[config.mk]
export PLATFORM = sky130hd
export DESIGN_NAME = gcd_param_flat
export DESIGN_NICKNAME = d
export VERILOG_FILES = /design/src/rtl/gcd_param_if.sv /design/src/rtl/gcd_param.sv /design/src/flat_wrapper.sv
export SDC_FILE = /design/constraint.sdc
export NUM_CORES = 1
export LEC_CHECK = 0
export CAP_MARGIN = 0
export CORE_MARGIN = 2
export CORE_UTILIZATION = 54
export DETAILED_ROUTE_END_ITERATION = 10
export PLACE_DENSITY = 0.86
export SYNTH_ARGS = -nofsm -noshare
export SYNTH_HDL_FRONTEND = slang
export SYNTH_SLANG_ARGS = --single-unit
[constraint.sdc]
create_clock -name CLK -period 3.2 [get_ports CLK]
set_clock_uncertainty 0.2 [all_clocks]
set_input_delay 0.8 -clock CLK [delete_from_list [all_inputs] [get_ports CLK]]
set_output_delay 0.8 -clock CLK [all_outputs]
set_load 0.01 [all_outputs]
[src/rtl/gcd_param_if.sv]
// Command/result bundle for the gcd_param coprocessor.
// The master drives operands and controls; the slave returns result and status.
interface gcd_param_if #(
    parameter int W = 8
);
    logic [W-1:0] A;
    logic [W-1:0] B;
    logic         START;
    logic         ABORT;
    logic [W-1:0] Y;
    logic         DONE;
    logic         ERROR;
    logic         BUSY;
    logic [W-1:0] ITER;
    logic         COPRIME;

    modport master (
        output A, B, START, ABORT,
        input  Y, DONE, ERROR, BUSY, ITER, COPRIME
    );

    modport slave (
        input  A, B, START, ABORT,
        output Y, DONE, ERROR, BUSY, ITER, COPRIME
    );
endinterface

[src/rtl/gcd_param.sv]
// Subtractive Euclid GCD engine with START/DONE handshake, abort, iteration
// count, coprime flag and a selectable policy for zero operands.
module gcd_param #(
    parameter int W         = 8,
    parameter int ZERO_MODE = 0
) (
    input  logic          CLK,
    input  logic          RST,
    gcd_param_if.slave    bus
);
    localparam logic [1:0]   S_IDLE    = 2'd0;
    localparam logic [1:0]   S_CALC    = 2'd1;
    localparam logic [1:0]   S_FINISH  = 2'd2;
    localparam logic [W-1:0] ONE       = {{(W-1){1'b0}}, 1'b1};
    localparam bit           ZERO_PASS = (ZERO_MODE != 0);

    logic [1:0]   state_q, state_d;
    logic [W-1:0] ra_q, ra_d;
    logic [W-1:0] rb_q, rb_d;
    logic [W-1:0] y_q, y_d;
    logic [W-1:0] iter_q, iter_d;
    logic         error_q, error_d;
    logic         coprime_q, coprime_d;
    logic         a_zero, b_zero;
    logic [W-1:0] nonzero_op;

    assign a_zero     = (bus.A == '0);
    assign b_zero     = (bus.B == '0);
    assign nonzero_op = a_zero ? bus.B : bus.A;

    always_comb begin
        state_d   = state_q;
        ra_d      = ra_q;
        rb_d      = rb_q;
        y_d       = y_q;
        iter_d    = iter_q;
        error_d   = error_q;
        coprime_d = coprime_q;
        case (state_q)
            S_IDLE: begin
                if (bus.START) begin
                    ra_d      = bus.A;
                    rb_d      = bus.B;
                    y_d       = '0;
                    iter_d    = '0;
                    coprime_d = 1'b0;
                    error_d   = 1'b0;
                    if ((a_zero && b_zero) || (!ZERO_PASS && (a_zero || b_zero))) begin
                        error_d = 1'b1;
                        state_d = S_FINISH;
                    end else if (a_zero || b_zero) begin
                        // Exactly one zero operand: the other one is the answer.
                        y_d       = nonzero_op;
                        coprime_d = (nonzero_op == ONE);
                        state_d   = S_FINISH;
                    end else begin
                        state_d = S_CALC;
                    end
                end
            end
            S_CALC: begin
                if (bus.ABORT) begin
                    state_d = S_IDLE;
                end else if (ra_q == rb_q) begin
                    y_d       = ra_q;
                    coprime_d = (ra_q == ONE);
                    state_d   = S_FINISH;
                end else begin
                    if (ra_q > rb_q) begin
                        ra_d = ra_q - rb_q;
                    end else begin
                        rb_d = rb_q - ra_q;
                    end
                    iter_d = iter_q + ONE;
                end
            end
            S_FINISH: begin
                state_d = S_IDLE;
            end
            default: begin
                state_d = S_IDLE;
            end
        endcase
    end

    always_ff @(posedge CLK or posedge RST) begin
        if (RST) begin
            state_q   <= S_IDLE;
            ra_q      <= '0;
            rb_q      <= '0;
            y_q       <= '0;
            iter_q    <= '0;
            error_q   <= 1'b0;
            coprime_q <= 1'b0;
        end else begin
            state_q   <= state_d;
            ra_q      <= ra_d;
            rb_q      <= rb_d;
            y_q       <= y_d;
            iter_q    <= iter_d;
            error_q   <= error_d;
            coprime_q <= coprime_d;
        end
    end

    assign bus.Y       = y_q;
    assign bus.ITER    = iter_q;
    assign bus.ERROR   = error_q;
    assign bus.COPRIME = coprime_q;
    assign bus.DONE    = (state_q == S_FINISH);
    assign bus.BUSY    = (state_q == S_CALC);
endmodule

[src/flat_wrapper.sv]
// flat-port wrapper written by rule: the top's interface ports become plain ports
module gcd_param_flat 
#(
    parameter int W         = 8,
    parameter int ZERO_MODE = 0
)
  (CLK, RST, bus_A, bus_B, bus_START, bus_ABORT, bus_Y, bus_DONE, bus_ERROR, bus_BUSY, bus_ITER, bus_COPRIME);
  gcd_param_if #(.W(W)) bus_i ();
  input  logic CLK;
  input  logic RST;
  input wire logic [$bits(bus_i.A)-1:0] bus_A;
  input wire logic [$bits(bus_i.B)-1:0] bus_B;
  input wire logic [$bits(bus_i.START)-1:0] bus_START;
  input wire logic [$bits(bus_i.ABORT)-1:0] bus_ABORT;
  output wire logic [$bits(bus_i.Y)-1:0] bus_Y;
  output wire logic [$bits(bus_i.DONE)-1:0] bus_DONE;
  output wire logic [$bits(bus_i.ERROR)-1:0] bus_ERROR;
  output wire logic [$bits(bus_i.BUSY)-1:0] bus_BUSY;
  output wire logic [$bits(bus_i.ITER)-1:0] bus_ITER;
  output wire logic [$bits(bus_i.COPRIME)-1:0] bus_COPRIME;
  assign bus_i.A = bus_A;
  assign bus_i.B = bus_B;
  assign bus_i.START = bus_START;
  assign bus_i.ABORT = bus_ABORT;
  assign bus_Y = bus_i.Y;
  assign bus_DONE = bus_i.DONE;
  assign bus_ERROR = bus_i.ERROR;
  assign bus_BUSY = bus_i.BUSY;
  assign bus_ITER = bus_i.ITER;
  assign bus_COPRIME = bus_i.COPRIME;
  gcd_param #(.W(W), .ZERO_MODE(ZERO_MODE)) u_core (.CLK(CLK), .RST(RST), .bus(bus_i));
endmodule
==> qor.yml, run 1 <==
sw_frac_of_total_pct: 46.8
num_rows: 24
antenna_cells: 0
p_total_mw: 3.20
clkSlewWorstSetupHoldPaths_ns: 0.08
fp.dieH_um: 70.9
grt_usage_pct: 24.0
grt_pass1_wl_um: 9410
fin_cells: 362
top_layer: "met4"
criticalPathCategory: "flip-flop to flip-flop"
p_sw_mw: 1.50
timing.slew.headroom_pct: 57.4
die_area_um2: 5030
via_count: 2110
hold_violations: 0
crit_path_start_kind: "flip-flop"
h-tree-depth: 2
finalSetupViolations: 0
io_pins: 40
cp-end-kind: "flip-flop"
area_growth_pct: 20.4
dr_wl_met3_um: 365
clock_path_buffers: 2
worst_pin_slew_ns: 0.639
arrival_ns: 2.71
wl_per_cell_um: 15.9
async_reset_ff_share_pct: 100
ctsHoldBuffers: 0
pwr-share-clk_pct: 11.1
p_comb_share_pct: 64.4
postLayoutCoreUtil_pct: 67.3
fin_nets: 348
status: "complete, no violations"
syn_area_per_cell_um2: 8.85
vdd_drop_max_mv: 0.739
wl_met2_um: 2650
yosysSeqAreaShare_pct: 37.3
whs_path_depth: 2
layout_setup_ws_ns: 0.472
gr-total-overflow: 0
die_w_um: 70.9
wl_met1_um: 2660
r2r-start: "u_core.ra_q[0]"
yosys_register_bits: 36
synth_nets: 311
drtPass1Iterations: 5
register_area_um2: 901
grt_pass1_vias: 2024
p_int_mw: 1.70
cts.sinks: 36
dp.cells: 355
path_max_fanout: 9
leakage_nw: 1.29
cts_buffers: 5
viasPerCell: 5.83
startpoint: "u_core.ra_q[0]"
gp_congestion: 0.899
required_ns: 3.18
synth_ff_type: "dfrtp_1"
report.final.slew_viol_count: 0
grt_max_degree: 37
wl_um: 5770
drive_gt1_share_pct: 7.10
initial_core_util_pct: 55.9
io_buffers: 39
hp-class: "flip-flop to flip-flop"
synth_edf_count: 0
ant_nets: 0
ys_warn_count: 0
placeableCoreArea_um2: 4320
drtIter0Drc: 194
fillers: 368
netlist_instances: 273
dpl_worst_slack_ns: 0.368
reg2reg_depth: 9
cts_tree: "built"
drc: 0
pwr_density_cell_nw_per_um2: 1100
period_share_pct: 85.3
finalSetupTns_ns: 0
antenna_found_initial: 0
drv_cap: 0
synth_cell_types: 50
rsz0062_at_grt: "false"
multi_input_area_um2: 1340
hpwlAfterDp_um: 4120
fmax_ghz: 0.367
min_from: "u_core.bus.Y[6]"
synth_area_um2: 2420
pwr-share-seq_pct: 24.5
root_buffer: "clkbuf_8"
min_period_ns: 2.73
cts_resized: 0
cts_setup_buffers: 0
clock_latency_ns: 0.29
-- layout by cell type (no fill, tap or decap), types with 9 or more instances in the layout --
master,netlist,routed
a21oi_1,9,9
nor2_1,33,33
dfrtp_1,36,36
clkdlybuf4s50_1,0,39
o21ai_0,14,14
inv_1,20,20
ha_1,16,16
nand2_1,29,29
-- critical path, stage by stage (launching register included) --
cell and delay [ns]:
dfrtp_1 0.39, inv_1 0.10, ha_1 0.22, fa_1 0.45
nand2b_1 0.21, a211oi_2 0.23, o21bai_1 0.12, a21oi_2 0.41
nor2_1 0.08, a211o_1 0.23
-- kinds of logic (layout without fill, tap and decap cells) --
logic type,after synthesis,after routing,synth area share [%]
AND/OR/NAND/NOR,106,106,21.2
AO/OA/AOI/OAI,67,67,20.0
buffers and inverters,34,71,7.09
multiplexers,2,2,0.829
adder cells (fa/ha/maj),18,18,9.94
flip-flops,36,36,37.3
XOR/XNOR,10,10,3.63
-- layer usage --
layer	track usage, %	vias to the layer above
li1	-	1028
met1	33.2	993
met2	36.9	79
met3	4.56	10
met4	10.7	0
met5	0	-
-- final timing paths --
kind | endpoint | slack [ns]
worst max-delay path | u_core.ra_q[3] | 0.47
worst min-delay path | u_core.bus.Y[6] | 0.28
worst max register to register | u_core.ra_q[3] | 0.47
worst min register to register | u_core.bus.Y[6] | 0.28
max in group asynchronous | u_core.bus.Y[1] | 1.75
min in group asynchronous | u_core.rb_q[6] | 0.71
-- cell type report --
class,instances,area share (%)
inverters,20,2.58
flip-flops and latches,36,31.0
well taps,52,2.24
repair buffers,44,14.7
clock buffers,7,3.31
multi-input cells,203,46.2
-- state kept, by name, summed over array words and instances (netlist names) --
signal and count:
u_core.rb_q 8, u_core.bus.COPRIME 1, u_core.bus.ERROR 1, u_core.bus.ITER 8, u_core.bus.Y 8, u_core.state_q 2
u_core.ra_q 8
-- per-stage QoR --
| stage | hold slack, ns | instance area (um2) |
|---|---|---|
| floorplan | 0.314 | 2420 |
| global placement | 0.259 | 2810 |
| detailed placement | 0.266 | 2810 |
| CTS | 0.282 | 2910 |
| global route | 0.314 | 2910 |
| finish | 0.280 | 2910 |
-- cell usage after synthesis, types with 2 or more instances --
cell | instances | area (um2)
or4_1 | 3 | 22.5
nor4_1 | 3 | 18.8
nand2b_1 | 5 | 31.3
o31ai_1 | 7 | 52.6
nor3_1 | 6 | 30.0
mux2i_1 | 2 | 20.0
buf_6 | 5 | 56.3
o221ai_1 | 2 | 17.5
o211ai_1 | 2 | 15.0
o21ai_0 | 14 | 70.1
a211oi_2 | 2 | 25.0
inv_1 | 20 | 75.1
nand3b_1 | 2 | 15.0
buf_2 | 5 | 25.0
a21oi_1 | 9 | 45.0
o22ai_1 | 2 | 12.5
dfrtp_1 | 36 | 901
nand4_1 | 4 | 25.0
nand2_1 | 29 | 109
buf_1 | 2 | 7.51
nor2_1 | 33 | 124
o31a_1 | 2 | 17.5
fa_1 | 2 | 40.0
clkbuf_1 | 2 | 7.51
a21o_1 | 2 | 15.0
or3_1 | 3 | 18.8
nor2b_1 | 4 | 25.0
ha_1 | 16 | 200
nand3_1 | 7 | 35.0
xor2_1 | 7 | 61.3
xnor2_1 | 3 | 26.3
o21a_1 | 6 | 45.0
o21bai_1 | 2 | 15.0
a31oi_1 | 6 | 37.5
a211oi_1 | 3 | 22.5
-- power by group through the flow --
stage               sequential [mW]  combinational (mW)  clock, mW
floorplan                     0.785                1.57          0
global placement              0.783                1.95          0
detailed placement            0.790                2.01          0
CTS                           0.782                2.04      0.358
global route                  0.805                2.26      0.380
finish                        0.784                2.06      0.355
(Power assumes the default switching activity.)
==> inputs of run 2 (changes only) <==
clock period = 3 ns   (was 3.2 ns; I/O delays follow)
==> run 2 against run 1 <==
Core utilization rose by 1.0 points. Power up 9.6%. Clock power is 34% higher. Global-route usage grew 0.59 points. Via count decreased by 1.4%. Non-clock buffer count up 2. Worst setup slack worse by 0.16 ns. Sequential power rose by 6.8%. Worst hold slack got worse by 0.0053 ns. Clock-buffer cell count is the same. Cell area up 1.5%. Critical path depth did not move. Largest cell class unchanged. Highest routed layer unchanged.
==> qor.yml, run 2 (synthesized netlist as in run 1, its figures left out) <==
grt_pass1_vias: 2015
drive_gt1_share_pct: 7.99
rr_endpoint: "u_core.ra_q[3]"
worstHoldEndpoint: "u_core.bus.Y[6]"
crit_path_start_kind: "flip-flop"
viasPerCell: 5.70
final_cell_mix: "39 x clkdlybuf4s50_1, 36 x dfrtp_1, 33 x nor2_1"
clock_latency_ns: 0.30
cts_setup_buffers: 0
criticalPathCategory: "flip-flop to flip-flop"
timing.slew.headroom_pct: 61.2
report.final.slew_viol_count: 0
dp.cells: 357
fin_nets: 350
io_pins: 40
required_ns: 2.99
die_w_um: 70.9
path_cells: "inv_1 > ha_1 > fa_1 > nand2b_1 > a211oi_2 > o21bai_1 > a21oi_2 > nor2_1 > a211o_1"
postLayoutCoreUtil_pct: 68.3
drtPass1Iterations: 4
p_int_mw: 1.92
placeableCoreArea_um2: 4320
dpl_worst_slack_ns: 0.267
finalSetupViolations: 0
worst_pin_slew_ns: 0.577
ctsHoldBuffers: 0
period_share_pct: 89.6
area_growth_pct: 22.3
status: "complete, no violations"
leakage_nw: 1.31
antenna_cells: 0
grt_pass1_wl_um: 9600
clkSlewWorstSetupHoldPaths_ns: 0.08
pwr-share-seq_pct: 23.9
io_buffers: 39
wl_um: 5790
via_count: 2081
min_from: "u_core.bus.Y[6]"
sw_frac_of_total_pct: 45.4
gr-total-overflow: 0
rsz0062_at_grt: "false"
cts_tree: "built"
hold_violations: 0
h-tree-depth: 2
path_max_fanout: 9
grt_max_degree: 37
vdd_drop_max_mv: 0.692
cts_resized: 0
grt_usage_pct: 24.6
hp-class: "flip-flop to flip-flop"
num_rows: 24
die_area_um2: 5030
pwr_density_cell_nw_per_um2: 1190
critPathMaxStageDelay_ns: 0.45
cp-end-kind: "flip-flop"
cts.sinks: 36
holdWs_ns: 0.275
cts_buffers: 5
antenna_found_initial: 0
arrival_ns: 2.68
initial_core_util_pct: 55.9
pwr-share-clk_pct: 13.5
gp_congestion: 0.883
fmax_ghz: 0.372
fp.dieH_um: 70.9
drtIter0Drc: 146
p_comb_share_pct: 62.6
wl_per_cell_um: 15.9
r2r-start: "u_core.ra_q[0]"
finalSetupTns_ns: 0
slowest_stage: "fa_1"
whs_path_depth: 2
clock_path_buffers: 2
reg2reg_setup_slack_ns: 0.31
hpwlAfterDp_um: 4290
layout_commonest_cell: "clkdlybuf4s50_1"
reg2reg_depth: 9
p_sw_mw: 1.59
min_period_ns: 2.69
fin_cells: 365
root_buffer: "clkbuf_8"
ant_nets: 0
layout_setup_ws_ns: 0.312
drc: 0
drv_cap: 0
## run 2: cell count changes in the layout (fill, tap and decap cells not counted), sizes merged
cell    before  now
buf          5    7
bufinv       0    1
## run 2: critical path, delay by kind of cell, from the launching register on
family | cells | cell delay, ns
buffers and inverters | 1 | 0.08
adder cells (fa/ha/maj) | 2 | 0.66
AND/OR/NAND/NOR | 2 | 0.28
flip-flops | 1 | 0.37
AO/OA/AOI/OAI | 4 | 0.98
## run 2: stage by stage
stage                     total power [mW]  instance area, um2
final                                 3.51                2950
after global routing                  3.80                2950
after CTS                             3.50                2950
after detailed placement              3.00                2830
after global placement                2.93                2830
after floorplan                       2.51                2420
## run 2: worst max path at each step
stage                    from        endpoint  slack, ns  cells after the start
2_1_floorplan  u_core.ra_q[0]  u_core.ra_q[3]       0.57                      9
3_3_place_gp        bus_START  u_core.rb_q[2]       0.35                      8
3_5_place_dp        bus_START  u_core.rb_q[2]       0.27                      8
4_1_cts        u_core.ra_q[0]  u_core.ra_q[3]       0.34                      9
5_1_grt        u_core.ra_q[0]  u_core.ra_q[3]       0.20                      9
6_report       u_core.ra_q[0]  u_core.ra_q[3]       0.31                      9
## run 2: power by group through the flow
stage | sequential (mW) | clock [mW] | combinational (mW)
4_1_cts | 0.839 | 0.483 | 2.17
5_1_grt | 0.862 | 0.496 | 2.45
2_1_floorplan | 0.838 | 0 | 1.67
6_report | 0.837 | 0.475 | 2.20
3_5_place_dp | 0.848 | 0 | 2.16
3_3_place_gp | 0.835 | 0 | 2.10
## run 2: metal layers
| metal | up-vias | track usage [%] | share of wire, % |
|---|---|---|---|
| li1 | 1038 | - | - |
| met1 | 958 | 31.6 | 44 |
| met2 | 68 | 39.0 | 47 |
| met3 | 17 | 6.70 | 6.4 |
| met4 | 0 | 11.1 | 2.5 |
| met5 | - | 0 | 0 |
## run 2: area by class of cell
| class | instances | area [um2] |
|---|---|---|
| clock buffer | 7 | 96.3 |
| clock inverter | 1 | 30.0 |
| fill | 357 | 1370 |
| inverter | 20 | 75.1 |
| multi-input combinational | 203 | 1340 |
| sequential | 36 | 901 |
| tap | 52 | 65.1 |
| timing repair buffer | 46 | 443 |
==> inputs of run 3 (changes only) <==
ABC_CLOCK_PERIOD_IN_PS = 3000   (was unset)
CORE_ASPECT_RATIO = 0.8   (was unset)
PLACE_DENSITY = 0.8   (was 0.86)
==> run 3 against run 2 <==
Die area about the same. Core utilization grew 1.1 points. Non-clock buffer count decreased by 1. Sequential power increased by 0.7%. Combinational power about the same. Sequential cell count stayed put. Critical path depth grew 1. Worst setup slack better by 0.062 ns. Worst hold slack improved by 0.0074 ns. Clock-buffer cell count down 2.
==> qor.yml, run 3 (synthesized netlist as in run 1, its figures left out) <==
drive_gt1_share_pct: 7.69
sw_frac_of_total_pct: 46.2
drv_cap: 0
cts_buffers: 5
pwr-share-clk_pct: 12.3
die_area_um2: 5030
gr-total-overflow: 0
stdcell_area_um2: 2940
slowest_stage: "fa_1"
placeableCoreArea_um2: 4230
path_cells: "inv_1 > ha_1 > fa_1 > nand2b_1 > a211oi_2 > o21bai_1 > a21oi_2 > buf_4 > nor2_1 > a31oi_1"
placed_area_um2: 2830
crit_path_start_kind: "flip-flop"
pwr-share-seq_pct: 24.4
initial_core_util_pct: 57.1
grt_pass1_vias: 2063
die_w_um: 78.8
num_rows: 21
required_ns: 3.01
critPathMaxStageDelay_ns: 0.46
wl_per_cell_um: 16.1
hold_violations: 0
min_from: "u_core.bus.Y[4]"
viasPerCell: 5.65
grt_usage_pct: 26.0
finalSetupTns_ns: 0
hpwlAfterDp_um: 4490
gp_congestion: 0.956
grt_max_degree: 37
fillers: 359
fp.dieH_um: 63.8
timing.slew.headroom_pct: 65.8
wl_um: 5940
clkSlewWorstSetupHoldPaths_ns: 0.08
ant_nets: 0
cts_resized: 0
root_buffer: "clkbuf_8"
final_cell_mix: "39 x clkdlybuf4s50_1, 36 x dfrtp_1, 33 x nor2_1"
drtPass1Iterations: 4
layout_commonest_cell: "clkdlybuf4s50_1"
drc: 0
cts_setup_buffers: 0
drtIter0Drc: 151
min_period_ns: 2.63
startpoint: "u_core.ra_q[0]"
vdd_drop_max_mv: 0.743
ctsHoldBuffers: 0
io_pins: 40
fmax_ghz: 0.381
postLayoutCoreUtil_pct: 69.4
leakage_nw: 1.29
area_growth_pct: 21.6
arrival_ns: 2.64
hp-class: "flip-flop to flip-flop"
p_sw_mw: 1.60
status: "complete, no violations"
grt_pass1_wl_um: 9940
cts_tree: "built"
io_buffers: 39
path_max_fanout: 5
fin_nets: 349
rsz0062_at_grt: "false"
clock_latency_ns: 0.30
p_comb_share_pct: 63.3
criticalPathCategory: "flip-flop to flip-flop"
p_int_mw: 1.86
via_count: 2086
finalSetupViolations: 0
r2r-start: "u_core.ra_q[0]"
report.final.slew_viol_count: 0
antenna_cells: 0
period_share_pct: 87.5
worst_pin_slew_ns: 0.512
antenna_found_initial: 0
cp-end-kind: "flip-flop"
pwr_density_cell_nw_per_um2: 1180
cts.sinks: 36
h-tree-depth: 2
clock_path_buffers: 2
[run 3: cell types whose count changed in the layout (fill, tap and decap cells not counted)]
| cell | before | now |
|---|---|---|
| clkinv_2 | 0 | 1 |
| clkbuf_8 | 7 | 5 |
| buf_4 | 7 | 6 |
| clkinvlp_4 | 0 | 1 |
[run 3: worst max-delay path, delay by kind of cell, from the launching register on]
family | cells | cell delay [ns]
compound gates | 4 | 0.77
fa+ha+maj | 2 | 0.68
buf+inv | 2 | 0.27
flops | 1 | 0.37
simple gates | 2 | 0.26
[run 3: layer usage]
metal  wire length (um)  vias to the layer above  GRT usage [%]
met5                  0                        -           6.67
met4                 77                        0           7.89
met3                483                        9           5.51
met2               2670                       67           41.1
met1               2700                      978           35.3
li1                   -                     1032              -
[run 3: power by group through the flow]
stage                     registers [mW]  logic (mW)  clock network, mW
after floorplan                    0.838        1.67                  0
after global placement             0.842        2.11                  0
after detailed placement           0.848        2.15                  0
after CTS                          0.839        2.17              0.434
after global routing               0.869        2.42              0.456
final                              0.843        2.19              0.427
[run 3: worst paths after layout]
kind | to | slack, ns | cells after the start
worst max-delay path | u_core.ra_q[6] | 0.37 | 10
worst min-delay path | u_core.bus.Y[4] | 0.28 | 2
worst max register to register | u_core.ra_q[6] | 0.37 | 10
worst min register to register | u_core.bus.Y[4] | 0.28 | 2
max in group asynchronous | u_core.bus.ITER[3] | 1.61 | 3
min in group asynchronous | u_core.bus.Y[7] | 0.65 | 3
[run 3: per-stage QoR]
| stage | setup slack [ns] | std cells | power, mW | hold WS, ns |
|---|---|---|---|---|
| 6_report | 0.374 | 369 | 3.46 | 0.282 |
| 3_3_place_gp | 0.299 | 361 | 2.95 | 0.260 |
| 3_5_place_dp | 0.242 | 361 | 3.00 | 0.270 |
| 5_1_grt | 0.236 | 369 | 3.74 | 0.317 |
| 4_1_cts | 0.389 | 369 | 3.44 | 0.288 |
| 2_1_floorplan | 0.575 | 273 | 2.51 | 0.314 |
[run 3: area by class of cell]
type	count	area (um2)	share of cell area, %
Multi-Input combinational cell	203	1340	45.7
Clock inverter	3	42.5	1.45
Sequential cell	36	901	30.7
Timing Repair Buffer	45	435	14.8
Clock buffer	5	68.8	2.34
Tap cell	57	71.3	2.43
Inverter	20	75.1	2.56
